[src/rtl/mem_arb_pkg.sv]
// mem_arb_pkg: shared encodings for the memory-port arbiter.
//   state_t        - arbiter FSM states (idle / request to memory / wait response)
//   owner_t        - which requester owns the in-flight transaction
//   STARVE_MAX_DEF - default number of consecutive contested LS grants
//                    before fetch is forced through
package mem_arb_pkg;

    typedef enum logic [1:0] {
        ST_IDLE = 2'd0,
        ST_REQ  = 2'd1,
        ST_WAIT = 2'd2
    } state_t;

    typedef enum logic {
        OWN_IF = 1'b0,
        OWN_LS = 1'b1
    } owner_t;

    localparam int STARVE_MAX_DEF = 4;
    localparam int CNT_W          = 4;

endpackage

[src/rtl/mem_arb_prio.sv]
// mem_arb_prio: grant selection between fetch (IF) and load/store (LS).
// LS wins contested cycles until STARVE_MAX contested LS grants in a row
// have been made; then IF is forced through once.
//   clk, rst_n          - clock, async active-low reset
//   if_valid, ls_valid  - requester valids
//   arb_en              - arbitration allowed (arbiter idle)
//   taken               - a grant is being consumed this cycle
//   gnt_if, gnt_ls      - one-hot (or zero) combinational grants
module mem_arb_prio
    import mem_arb_pkg::*;
#(
    parameter int STARVE_MAX = STARVE_MAX_DEF
) (
    input  logic clk,
    input  logic rst_n,
    input  logic if_valid,
    input  logic ls_valid,
    input  logic arb_en,
    input  logic taken,
    output logic gnt_if,
    output logic gnt_ls
);

    localparam logic [CNT_W-1:0] STARVE_LIM = CNT_W'(STARVE_MAX);

    logic [CNT_W-1:0] starve_cnt;
    logic             starved;

    assign starved = (starve_cnt == STARVE_LIM);
    assign gnt_if  = arb_en && if_valid && (!ls_valid || starved);
    assign gnt_ls  = arb_en && ls_valid && !gnt_if;

    // Only contested LS grants count; an uncontested LS grant or any IF
    // grant means fetch is not being starved, so the count restarts.
    always_ff @(posedge clk or negedge rst_n) begin
        if (!rst_n) begin
            starve_cnt <= '0;
        end else if (taken) begin
            if (gnt_if) begin
                starve_cnt <= '0;
            end else if (gnt_ls && if_valid) begin
                if (!starved) starve_cnt <= starve_cnt + 1'b1;
            end else begin
                starve_cnt <= '0;
            end
        end
    end

endmodule

[src/rtl/mem_arb.sv]
// mem_arb: shares one memory port between instruction fetch and the
// load/store unit. One transaction in flight at a time:
//   IDLE  arbitrate, latch the winner's request (ready pulses combinationally)
//   REQ   present the request until mem_req_ready
//   WAIT  route the memory response back to the owner as a 1-cycle pulse
// Ports:
//   clk, rst_n                              clock, async active-low reset
//   if_req_valid/if_addr/if_req_ready       fetch request
//   if_rsp_valid/if_rsp_data                fetch response
//   ls_req_valid/ls_wren/ls_addr/ls_wdata/ls_wmask/ls_req_ready  LS request
//   ls_rsp_valid/ls_rsp_data                LS response (data 0 for stores)
//   mem_req_valid/mem_req_ready/mem_wren/mem_addr/mem_wdata/mem_wmask  memory request
//   mem_rsp_valid/mem_rsp_data              memory response
module mem_arb
    import mem_arb_pkg::*;
#(
    parameter int XLEN       = 64,
    parameter int STARVE_MAX = STARVE_MAX_DEF
) (
    input  logic            clk,
    input  logic            rst_n,
    input  logic            if_req_valid,
    input  logic [XLEN-1:0] if_addr,
    output logic            if_req_ready,
    output logic            if_rsp_valid,
    output logic [XLEN-1:0] if_rsp_data,
    input  logic            ls_req_valid,
    input  logic            ls_wren,
    input  logic [XLEN-1:0] ls_addr,
    input  logic [XLEN-1:0] ls_wdata,
    input  logic [7:0]      ls_wmask,
    output logic            ls_req_ready,
    output logic            ls_rsp_valid,
    output logic [XLEN-1:0] ls_rsp_data,
    output logic            mem_req_valid,
    input  logic            mem_req_ready,
    output logic            mem_wren,
    output logic [XLEN-1:0] mem_addr,
    output logic [XLEN-1:0] mem_wdata,
    output logic [7:0]      mem_wmask,
    input  logic            mem_rsp_valid,
    input  logic [XLEN-1:0] mem_rsp_data
);

    // Memory is addressed in aligned 8-byte words.
    localparam logic [XLEN-1:0] ALIGN_MASK = ~XLEN'(7);

    state_t state;
    owner_t owner;
    logic   gnt_if;
    logic   gnt_ls;
    logic   arb_en;

    assign arb_en       = (state == ST_IDLE);
    assign if_req_ready = gnt_if;
    assign ls_req_ready = gnt_ls;

    mem_arb_prio #(
        .STARVE_MAX (STARVE_MAX)
    ) u_prio (
        .clk      (clk),
        .rst_n    (rst_n),
        .if_valid (if_req_valid),
        .ls_valid (ls_req_valid),
        .arb_en   (arb_en),
        .taken    (gnt_if || gnt_ls),
        .gnt_if   (gnt_if),
        .gnt_ls   (gnt_ls)
    );

    always_ff @(posedge clk or negedge rst_n) begin
        if (!rst_n) begin
            state         <= ST_IDLE;
            owner         <= OWN_IF;
            mem_req_valid <= 1'b0;
            mem_wren      <= 1'b0;
            mem_addr      <= '0;
            mem_wdata     <= '0;
            mem_wmask     <= '0;
            if_rsp_valid  <= 1'b0;
            if_rsp_data   <= '0;
            ls_rsp_valid  <= 1'b0;
            ls_rsp_data   <= '0;
        end else begin
            // Response strobes are single-cycle; rsp_data holds.
            if_rsp_valid <= 1'b0;
            ls_rsp_valid <= 1'b0;
            case (state)
                ST_IDLE: begin
                    if (gnt_if) begin
                        owner         <= OWN_IF;
                        mem_addr      <= if_addr & ALIGN_MASK;
                        mem_wdata     <= '0;
                        mem_wmask     <= '0;
                        mem_wren      <= 1'b0;
                        mem_req_valid <= 1'b1;
                        state         <= ST_REQ;
                    end else if (gnt_ls) begin
                        owner         <= OWN_LS;
                        mem_addr      <= ls_addr & ALIGN_MASK;
                        mem_wdata     <= ls_wdata;
                        // Loads never carry a byte mask to memory.
                        mem_wmask     <= ls_wren ? ls_wmask : 8'h00;
                        mem_wren      <= ls_wren;
                        mem_req_valid <= 1'b1;
                        state         <= ST_REQ;
                    end
                end
                ST_REQ: begin
                    if (mem_req_ready) begin
                        mem_req_valid <= 1'b0;
                        state         <= ST_WAIT;
                    end
                end
                ST_WAIT: begin
                    if (mem_rsp_valid) begin
                        if (owner == OWN_IF) begin
                            if_rsp_valid <= 1'b1;
                            if_rsp_data  <= mem_rsp_data;
                        end else begin
                            ls_rsp_valid <= 1'b1;
                            ls_rsp_data  <= mem_wren ? '0 : mem_rsp_data;
                        end
                        state <= ST_IDLE;
                    end
                end
                default: state <= ST_IDLE;
            endcase
        end
    end

endmodule

[config.mk]
export PLATFORM = sky130hd
export DESIGN_NAME = mem_arb
export DESIGN_NICKNAME = d
export VERILOG_FILES = /design/src/rtl/mem_arb_pkg.sv /design/src/rtl/mem_arb_prio.sv /design/src/rtl/mem_arb.sv
export SDC_FILE = /design/constraint.sdc
export NUM_CORES = 1
export LEC_CHECK = 0
export ABC_AREA = 0
export BUFFER_PORTS_ARGS = -buffer_cell sky130_fd_sc_hd__buf_2
export CAP_MARGIN = 0
export CORE_AREA = 4 4 210 212
export CTS_CLUSTER_SIZE = 28
export DETAILED_ROUTE_END_ITERATION = 10
export DIE_AREA = 0 0 214 216
export PLACE_DENSITY = 0.58
export SKIP_LAST_GASP = 1
export SYNTH_ARGS = -nofsm -noshare
export SYNTH_HDL_FRONTEND = slang
export SYNTH_HIERARCHICAL = 1
export SYNTH_SLANG_ARGS = --single-unit
[constraint.sdc]
create_clock -name clk -period 5.1 [get_ports clk]
set_input_delay 0.51 -clock clk [delete_from_list [all_inputs] [get_ports clk]]
set_output_delay 0.51 -clock clk [all_outputs]
set_load 0.01 [all_outputs]
==> impl_summary.log <==
INFO  metric synth_mux_area_share = between 10% and 20%
INFO  metric effective_utilization_at_floorplan = 28.22%
INFO  metric cpMaxStageDelayCell = sky130_fd_sc_hd__buf_4
INFO  metric timing.final.setup_violations = 0
INFO  metric post_synth_edffs = 0
INFO  metric numCtsBuffers = 31
INFO  metric cts_hold_repair.buffers = 0
INFO  metric die_h = about 220 um
INFO  metric data_arrival_critical_path = 3.67 ns
INFO  metric async_reset_ff_share = 100.0%
INFO  metric clkSlewWorstSetupHoldPaths = roughly 0.060 ns
INFO  metric timing.critical_path.mode_cell = sky130_fd_sc_hd__buf_4
INFO  metric layoutNonFillerInstCount = 2,100
INFO  metric final.min_clock_period = approximately 3.3 ns
INFO  metric layout_commonest_cell = sky130_fd_sc_hd__buf_2
INFO  metric rrSetupSlack = 1.85 ns
INFO  metric via_count_of_the_first_global_routing_pass = around 10,000
INFO  metric synthCells = ~1,000
INFO  metric chipWidth = about 210 um
INFO  metric ys_seq_elements = approximately 270
INFO  metric max_slew_margin = a little under two fifths
INFO  metric post_placement_cell_area = 0.01482 sq mm
INFO  metric post_route_cells_drive_above_1_share = 42.59%
INFO  metric drt-total-wl = between 30,000 and 40,000 um
INFO  metric yosysWarningCount = 6
INFO  metric post_synth_and_or_nand_nor_area_fraction = about a tenth
INFO  metric timing.final.crit_share = between 60 and 70%
INFO  metric hold_class = primary input to async pin
INFO  metric setup.worst_path.class = flip-flop to flip-flop
INFO  metric routed-via-count = about 9,600
INFO  metric internal_power = just over 6 mW
INFO  metric finalMaxSlewViolations = 0
INFO  metric run_status = finished with violations
INFO  metric cts_root_buf = sky130_fd_sc_hd__clkbuf_16
INFO  metric portion_of_the_post_synthesis_area_used_by_sequential_elements = between 50% and 60%
INFO  metric ir_worst_vdd = 425.3 uV
INFO  metric syn_area = about 0.012 sq mm
INFO  metric crit_path_cell_trace = or2_4, clkinv_2, nand2_1, a21oi_4, buf_4, buf_4, mux2i_1, o21ai_0
INFO  metric core_region_area = ~0.042 sq mm
INFO  metric setup_repair_after_global_routing_missed_its_margin = false
INFO  metric drc = 0
INFO  metric ios = between 500 and 600
INFO  metric maxCapViolations = 0
INFO  metric wl_per_cell = about 18 um
INFO  metric yosys_most_used_dff = sky130_fd_sc_hd__dfrtp_1
INFO  metric grt_pass1_wl = 58,060 um
INFO  metric critical_path.max_fanout = 76
INFO  metric required = 5.52 ns
INFO  metric portBuffers = between 500 and 600
INFO  metric total_power = just under 10 mW
INFO  metric clock_share_of_power = between 20% and 30%
INFO  metric placed_cells = just over 2,000
INFO  metric clkSinkCount = around 270
INFO  metric worst-slew-pin-transition = around 0.94 ns
INFO  metric failed_checks = negative hold slack
INFO  metric synth_top_family_by_area = compound AO/OA/AOI/OAI gates
INFO  metric place.detailed.hpwl = between 20,000 and 30,000 um
INFO  metric initial_antenna_violation_count = 10
INFO  metric share_of_synthesized_cell_area_in_full_adder_half_adder_and_majority_cells = less than 1%
INFO  metric most-common-layout-cells = sky130_fd_sc_hd__buf_2 (530), sky130_fd_sc_hd__o21ai_0 (276), sky130_fd_sc_hd__dfrtp_1 (272), sky130_fd_sc_hd__nand2b_1 (131), sky130_fd_sc_hd__nand2_1 (69)
INFO  metric power_density = 614.7 mW/mm^2
INFO  metric synth-compound-area-share = between 10 and 15%
INFO  metric dr.first_iter.drc_count = 513
INFO  metric crit_path_largest_cell_delay = approximately 0.8 ns
INFO  metric grt_max_degree = approximately 130
INFO  metric synthesis_to_layout_area_growth = 34.14%
INFO  metric worstSkewPairLatency = 0.56 ns
INFO  metric highest_attainable_clock_frequency = between 0.3 and 0.4 GHz
INFO  metric cts.path.max_buffers = 3
INFO  metric r2r_end = mem_addr[16]$_DFFE_PN0P_
INFO  metric leakagePower = between 7 and 8 nW
INFO  metric floorplan.die_area = 0.04622 sq mm
INFO  metric worst_hold_slack = -0.02973 ns
INFO  metric floorplan.rows = 75
INFO  metric drt-pass1-iter-count = 5
INFO  metric net_switching = ~3.6 mW
INFO  metric sequentialPowerShare = between 30% and 40%
INFO  metric path_buf_inv = 3
INFO  metric swShare = between 30% and 40%
INFO  metric share_comb_of_total_power = a little under 40%
INFO  metric cp-end-kind = flip-flop
INFO  metric antenna_violating_nets_post_route = 0
INFO  metric grt_overflow = 0
INFO  metric layout.cell_area.non_filler = ~0.016 sq mm
INFO  metric yosys.area_share.xor_xnor = 0%
INFO  metric via_per_inst = 4.586
INFO  metric rr_startpoint = state[0]$_DFFE_PN0P_
INFO  metric path_delay_family = buffers and inverters
INFO  metric cts_repair_resize_count = 0
INFO  metric synth.avg_cell_area = about 11 sq um
INFO  metric clock_tree.htree_level_count = 1
INFO  metric final.setup.tns = 0 ns
INFO  metric final_stage_net_count = around 1,800
INFO  metric groute.usage.overall = between 15 and 20%
INFO  metric yosysUniqueCellTypes = 40
INFO  metric place.gp.congestion = 0.7841
INFO  metric final-hold-violation-count = 10
INFO  metric start_kind = flip-flop
INFO  metric timing.reg2reg.worst_path_depth = 8
INFO  metric final.setup_skew = 0.01344 ns
INFO  metric cts_tree = built
INFO  metric post-cts-setup-buffers = 0
[routing by layer]
| layer | share of wire, % | GRT usage (%) | wire, um | vias to the layer above |
|---|---|---|---|---|
| li1 | - | - | - | 4584 |
| met1 | 42 | 19.80 | 15760 | 4591 |
| met2 | 48 | 25.83 | 17990 | 385 |
| met3 | 7.9 | 4.501 | 2939 | 54 |
| met4 | 1.6 | 3.242 | 607 | 16 |
| met5 | 0.28 | 0 | 106 | - |
[state kept, by name, indices dropped and copies added (netlist names)]
name               flops
if_rsp_data           64
if_rsp_valid           1
ls_rsp_data           64
ls_rsp_valid           1
mem_addr              61
mem_req_valid          1
mem_wdata             64
mem_wmask              8
mem_wren               1
owner                  1
state                  2
u_prio/starve_cnt      4
[power by group through the flow]
stage	clock network (mW)	logic, mW	registers [mW]
finish	2.27	3.86	3.63
CTS	2.34	3.94	3.64
global route	2.44	4.24	3.76
global placement	0	3.89	3.62
floorplan	0	1.80	4.08
detailed placement	0	3.94	3.65
[logic make-up (layout without fill, tap and decap cells)]
kind of cell | Yosys count | after routing
AO/OA/AOI/OAI | 333 | 333
flip-flops | 272 | 272
AND/OR/NAND/NOR | 216 | 216
multiplexers | 126 | 126
buffers and inverters | 94 | 607
adder cells (fa/ha/maj) | 2 | 2
other | 1 | 5
[final cells by class]
type / instances / area (sq um)
Inverter: 7 / 27.53
Sequential cell: 272 / 6807
Multi-Input combinational cell: 680 / 4507
Timing Repair Buffer: 543 / 2808
Fill cell: 4233 / 26070
Clock buffer: 48 / 949.7
Tap cell: 539 / 674.4
Clock inverter: 9 / 102.6
Antenna cell: 2 / 5.005
[cell usage after synthesis, drive strengths merged, types with 2 or more instances]
| cell type | n | area share, % |
|---|---|---|
| o21ai | 319 | 14 |
| dfrtp | 272 | 57 |
| nand2b | 131 | 6.9 |
| nand2 | 69 | 2.2 |
| mux2 | 64 | 7.5 |
| mux2i | 62 | 5.2 |
| clkbuf | 55 | 1.9 |
| buf | 32 | 2.5 |
| a22o | 8 | 0.59 |
| inv | 6 | 0.19 |
| nand3 | 4 | 0.21 |
| ha | 2 | 0.21 |
| nand3b | 2 | 0.13 |
| nor2 | 2 | 0.13 |
| nor3 | 2 | 0.18 |
| o311ai | 2 | 0.27 |
[metrics by stage]
stage          hold slack, ns  util (%)  setup slack (ns)
6_report             -0.02973     37.86             1.849
5_1_grt               0.04068     37.85             1.573
4_1_cts              0.003770     37.85             1.767
3_5_place_dp           0.4652     35.34             1.762
3_3_place_gp           0.4589     35.34             1.802
2_1_floorplan          0.2144         -             2.757
[worst max-delay path by stage]
stage	endpoint	depth (start not counted)	slack (ns)	from
after global routing	mem_addr[16]$_DFFE_PN0P_	8	1.57	state[0]$_DFFE_PN0P_
after floorplan	u_prio/starve_cnt[3]$_DFFE_PN0P_	11	2.76	state[0]$_DFFE_PN0P_
after detailed placement	mem_addr[16]$_DFFE_PN0P_	8	1.76	state[0]$_DFFE_PN0P_
final	mem_addr[16]$_DFFE_PN0P_	8	1.85	state[0]$_DFFE_PN0P_
after global placement	mem_addr[16]$_DFFE_PN0P_	8	1.80	state[0]$_DFFE_PN0P_
after CTS	mem_addr[16]$_DFFE_PN0P_	8	1.77	state[0]$_DFFE_PN0P_
Power figures use the tool's default switching activity.
